### config.mk
export PLATFORM = sky130hd
export DESIGN_NAME = reg_bank_p
export DESIGN_NICKNAME = d
export VERILOG_FILES = /design/src/rtl/reg_bank_p.sv
export SDC_FILE = /design/constraint.sdc
export NUM_CORES = 1
export LEC_CHECK = 0
export CAP_MARGIN = 20
export CELL_PAD_IN_SITES_DETAIL_PLACEMENT = 0
export CELL_PAD_IN_SITES_GLOBAL_PLACEMENT = 1
export CORE_UTILIZATION = 51
export CTS_BUF_LIST = sky130_fd_sc_hd__clkbuf_2
export CTS_CLUSTER_DIAMETER = 120
export DETAILED_ROUTE_END_ITERATION = 6
export MAX_ROUTING_LAYER = met4
export PLACE_DENSITY_LB_ADDON = 0.1
export SLEW_MARGIN = 25
export SYNTH_ARGS = -nofsm -noshare
export SYNTH_HDL_FRONTEND = slang
export SYNTH_SLANG_ARGS = --single-unit
### constraint.sdc
create_clock -name CLK -period 11.7 [get_ports CLK]
set_input_delay 2.34 -clock CLK [delete_from_list [all_inputs] [get_ports CLK]]
set_output_delay 2.34 -clock CLK [all_outputs]
set_load 0.05 [all_outputs]
### src/rtl/reg_bank_p.sv
// Parameterised register bank: INIT sweep after reset, then one write port and
// two registered read ports with write-first bypass and optional hard-zero register 0.
module reg_bank_p #(
   parameter int                WIDTH      = 32,
   parameter int                DEPTH      = 4,
   parameter int                ZERO_REG   = 0,
   parameter logic [WIDTH-1:0]  INIT_VALUE = '0,
   localparam int               AW         = $clog2(DEPTH)
) (
   input  logic             CLK,
   input  logic             RST,
   input  logic             opwrite,
   input  logic [AW-1:0]    reg_write,
   input  logic [WIDTH-1:0] data,
   input  logic             rd_en,
   input  logic [AW-1:0]    src_1,
   input  logic [AW-1:0]    src_2,
   output logic [WIDTH-1:0] data_src_1,
   output logic [WIDTH-1:0] data_src_2,
   output logic             rd_valid,
   output logic             ready,
   output logic             wr_err
);

   typedef enum logic {S_INIT, S_READY} state_t;

   state_t           r_state;
   state_t           w_state_nxt;
   logic [AW-1:0]    r_cnt;
   logic [WIDTH-1:0] r_mem [DEPTH];
   logic [WIDTH-1:0] r_d1;
   logic [WIDTH-1:0] r_d2;
   logic             r_rd_valid;
   logic             r_wr_err;

   logic             w_zero_wa;
   logic             w_wr_ok;
   logic             w_wr_rej;
   logic             w_rd_ok;
   logic [WIDTH-1:0] w_rd1;
   logic [WIDTH-1:0] w_rd2;

   always_ff @(posedge CLK) begin
      if (RST) r_state <= S_INIT;
      else     r_state <= w_state_nxt;
   end

   always_comb begin
      w_state_nxt = r_state;
      case (r_state)
         S_INIT:  if (r_cnt == AW'(DEPTH - 1)) w_state_nxt = S_READY;
         S_READY: w_state_nxt = S_READY;
         default: w_state_nxt = S_INIT;
      endcase
   end

   assign w_zero_wa = (ZERO_REG != 0) && (reg_write == '0);
   assign w_wr_ok   = opwrite && (r_state == S_READY) && !w_zero_wa;
   assign w_wr_rej  = opwrite && ((r_state == S_INIT) || w_zero_wa);
   assign w_rd_ok   = rd_en && (r_state == S_READY);

   // Hard zero beats the bypass, so a same-edge write to register 0 never leaks out.
   always_comb begin
      w_rd1 = r_mem[src_1];
      w_rd2 = r_mem[src_2];
      if (w_wr_ok && (reg_write == src_1)) w_rd1 = data;
      if (w_wr_ok && (reg_write == src_2)) w_rd2 = data;
      if ((ZERO_REG != 0) && (src_1 == '0)) w_rd1 = '0;
      if ((ZERO_REG != 0) && (src_2 == '0)) w_rd2 = '0;
   end

   always_ff @(posedge CLK) begin
      if (RST) begin
         r_cnt <= '0;
      end else if (r_state == S_INIT) begin
         r_cnt <= r_cnt + 1'b1;
      end
   end

   always_ff @(posedge CLK) begin
      if (!RST) begin
         if (r_state == S_INIT) r_mem[r_cnt]     <= INIT_VALUE;
         else if (w_wr_ok)      r_mem[reg_write] <= data;
      end
   end

   always_ff @(posedge CLK) begin
      if (RST) begin
         r_d1       <= '0;
         r_d2       <= '0;
         r_rd_valid <= 1'b0;
         r_wr_err   <= 1'b0;
      end else begin
         r_rd_valid <= w_rd_ok;
         r_wr_err   <= w_wr_rej;
         if (w_rd_ok) begin
            r_d1 <= w_rd1;
            r_d2 <= w_rd2;
         end
      end
   end

   assign data_src_1 = r_d1;
   assign data_src_2 = r_d2;
   assign rd_valid   = r_rd_valid;
   assign wr_err     = r_wr_err;
   assign ready      = (r_state == S_READY);

endmodule

==> results by group <==
Outcome
  – Status: finished, final reports clean

Synthesis
  – Cell count after synthesis: around 660
  – Yosys Warn Count: 0
  – Avg Cell Area, Syn: 13.35 um^2
  – Synth Cell Area: 0.008771 mm^2
  – Seq/Total Area, Yosys: between 50% and 60%
  – Syn_nets: 700
  – Seq cells post-synth: 197
  – Netlist cell types: 30

Drt
  – DR iter-0 viols: 479
  – Vias post-DR: approximately 5700
  – Routed Antenna Nets: 0
  – Drt via density: 5.909
  – Final WL: a little over 20 mm
  – Routed wire per std cell: 21.25 um
  – First-pass DRT Iterations: 5
  – DRC: 0

Clocking
  – CTS Root Cell: clkbuf_2
  – CTS clk-pin slew, worst paths: 250 ps
  – Num CTS Buffers: 17
  – CTS tree: built
  – Post-CTS setup buffers: 0
  – Hold buffers post-CTS: 0
  – CTS sink cnt: 197
  – # H-tree levels: 4
  – Clock latency on the worst-skew pair: 770 ps
  – Max clock buf depth: 2
  – # resized after CTS: 0

Placement
  – Placed cell count: 934
  – Pre-CTS WS: 6357 ps
  – RePlAce Congestion: 0.7231
  – Port-buffer cells: approximately 110
  – Detailed Place HPWL: 11.71 mm

Final layout
  – Final nets: 776
  – Non-filler cells, final: 967
  – Fraction of layout cells with a size suffix above 1: 15.82%
  – Fillers: 1333
  – Most frequent cells in the layout: nand2_1, edfxtp_1, clkdlybuf4s50_1
  – Synth-to-layout area growth: 16.80%

Worst setup path
  – CP Cell Sequence: clkdlybuf4s50_1
  – Critical path launch point type: flip-flop
  – R2r setup slk: around 8600 ps
  – Crit path required time: 9360 ps
  – CP bufs+invs: 1
  – CP endpoint kind: primary output
  – CP peak stage delay: around 900 ps
  – Slowest CP cell: clkdlybuf4s50_1
  – CP top delay family: buffers and inverters
  – Crit path DAT: 2310 ps
  – Setup CP Type: reg -> out
  – CP max FO: 10

STA
  – Hold Vio Cnt, Final: 0
  – Unrepaired setup endpoints after global routing: false
  – Worst Skew: 35.53 ps
  – Final Setup Violations: 0
  – Fmax: 0.2150 GHz
  – Post-route setup slack: between 7000 and 8000 ps
  – Measured slew at the worst slew-check pin: about 1000 ps
  – Setup TNS: 0 ps
  – Max-slew violation count: 0
  – Min cycle time layout: 4652 ps
  – Final Cycle Share: about two fifths
  – Relative slew slack: between 30% and 40%

Floorplan
  – Core area: 0.01670 mm^2
  – I/O pin cnt: 109
  – Horiz. Die Dim: 133.1 um
  – Die Y: 133.1 um
  – Die area: around 0.018 mm^2
  – # rows: 47
  – Initial Util: a little over half

Job
  – Max Cap Viol: 0

Global route
  – GRT Total Usage: between 20% and 30%
  – Initial antenna violation count: 1
  – First-pass GRT wire length: 32.93 mm
  – Grt total ovfl: 0
  – Vias in the first global route: slightly below 6000
  – Largest net degree at the start of global routing: 130

Power
  – LEAKAGE: 3.288 nW
  – Power per cell area: between 150 and 200 mW/mm^2
  – VDD IR-drop max: about 0.068 mV
  – Tot Pwr: 1.538 mW

Min path
  – Min-Delay Path Class: reg -> reg
## metal layers
layer / share of wire (%) / GRT usage [%]
met1: 45 / 34.23
met2: 50 / 40.46
met3: 4.7 / 4.528
met4: 1.1 / 6.692
met5: 0 / -
## logic make-up after synthesis
logic type                 synth area share, %
and+or+nand+nor                          12.52
buffers and inverters                    3.538
DFF                                      59.57
AOI/OAI and AO/OA                        7.176
xor gates and xnor gates                0.4993
muxes                                    16.55
adders and majority gates               0.1426
## registers in the layout, summed over array words and instances, names as in the netlist
name and count:
data_src_1 32, data_src_2 32, r_cnt 2, r_mem 128, rd_valid 1, ready 1, wr_err 1
## synthesized netlist by cell type
master,instances,share of area (%)
xnor2_1,4,0.40
nand3b_1,5,0.43
or3_1,2,0.14
xor2_1,1,0.10
inv_1,1,0.043
nand3_1,4,0.23
a22o_1,2,0.20
nor2_1,69,3.0
buf_6,7,0.90
and3b_1,1,0.10
ha_1,1,0.14
o21ai_1,2,0.11
mux4_2,64,16
and3_1,2,0.14
clkbuf_2,2,0.11
mux2i_1,1,0.11
and2_1,33,2.4
o21ai_2,1,0.10
clkbuf_1,30,1.3
buf_2,18,1.0
nand2_1,128,5.5
buf_4,2,0.17
dfxtp_1,69,16
nor2b_1,9,0.64
a21o_1,1,0.086
a21oi_1,4,0.23
edfxtp_1,128,44
nor3_1,1,0.057
o21ai_0,1,0.057
a311oi_1,64,6.4
## worst paths after layout
| kind | startpoint | to | depth (start not counted) |
|---|---|---|---|
| max reg2reg | ready | data_src_1[14] | 5 |
| max | ready | ready | 1 |
| min | data_src_2[30] | data_src_2[30] | 2 |
| min reg2reg | data_src_2[30] | data_src_2[30] | 2 |
## cell type report
| cell class | count | area [um^2] | area share [%] |
|---|---|---|---|
| sequential | 197 | 5225 | 51.00 |
| multi-input combinational | 400 | 3297 | 32.18 |
| timing repair buffer | 116 | 1120 | 10.93 |
| tap | 220 | 275.3 | 2.687 |
| clock inverter | 14 | 231.5 | 2.259 |
| clock buffer | 18 | 90.09 | 0.8793 |
| inverter | 1 | 3.754 | 0.03664 |
| antenna | 1 | 2.502 | 0.02443 |
## stage by stage
| stage | util [%] | instance area (um^2) | hold WS [ps] |
|---|---|---|---|
| after floorplan | - | 8771 | 562.8 |
| after global placement | 59.38 | 9917 | 487.0 |
| after detailed placement | 59.40 | 9921 | 489.9 |
| after CTS | 61.33 | 10240 | 517.8 |
| after global routing | 61.34 | 10240 | 535.8 |
| final | 61.34 | 10240 | 512.7 |
## where the power goes
part           switching [mW]  internal [mW]  total (mW)  leakage (nW)
Combinational           0.183          0.114       0.297          1.38
Clock                   0.231          0.183       0.414         0.180
Sequential             0.0286          0.799       0.827          1.73
(Power assumes the default switching activity.)
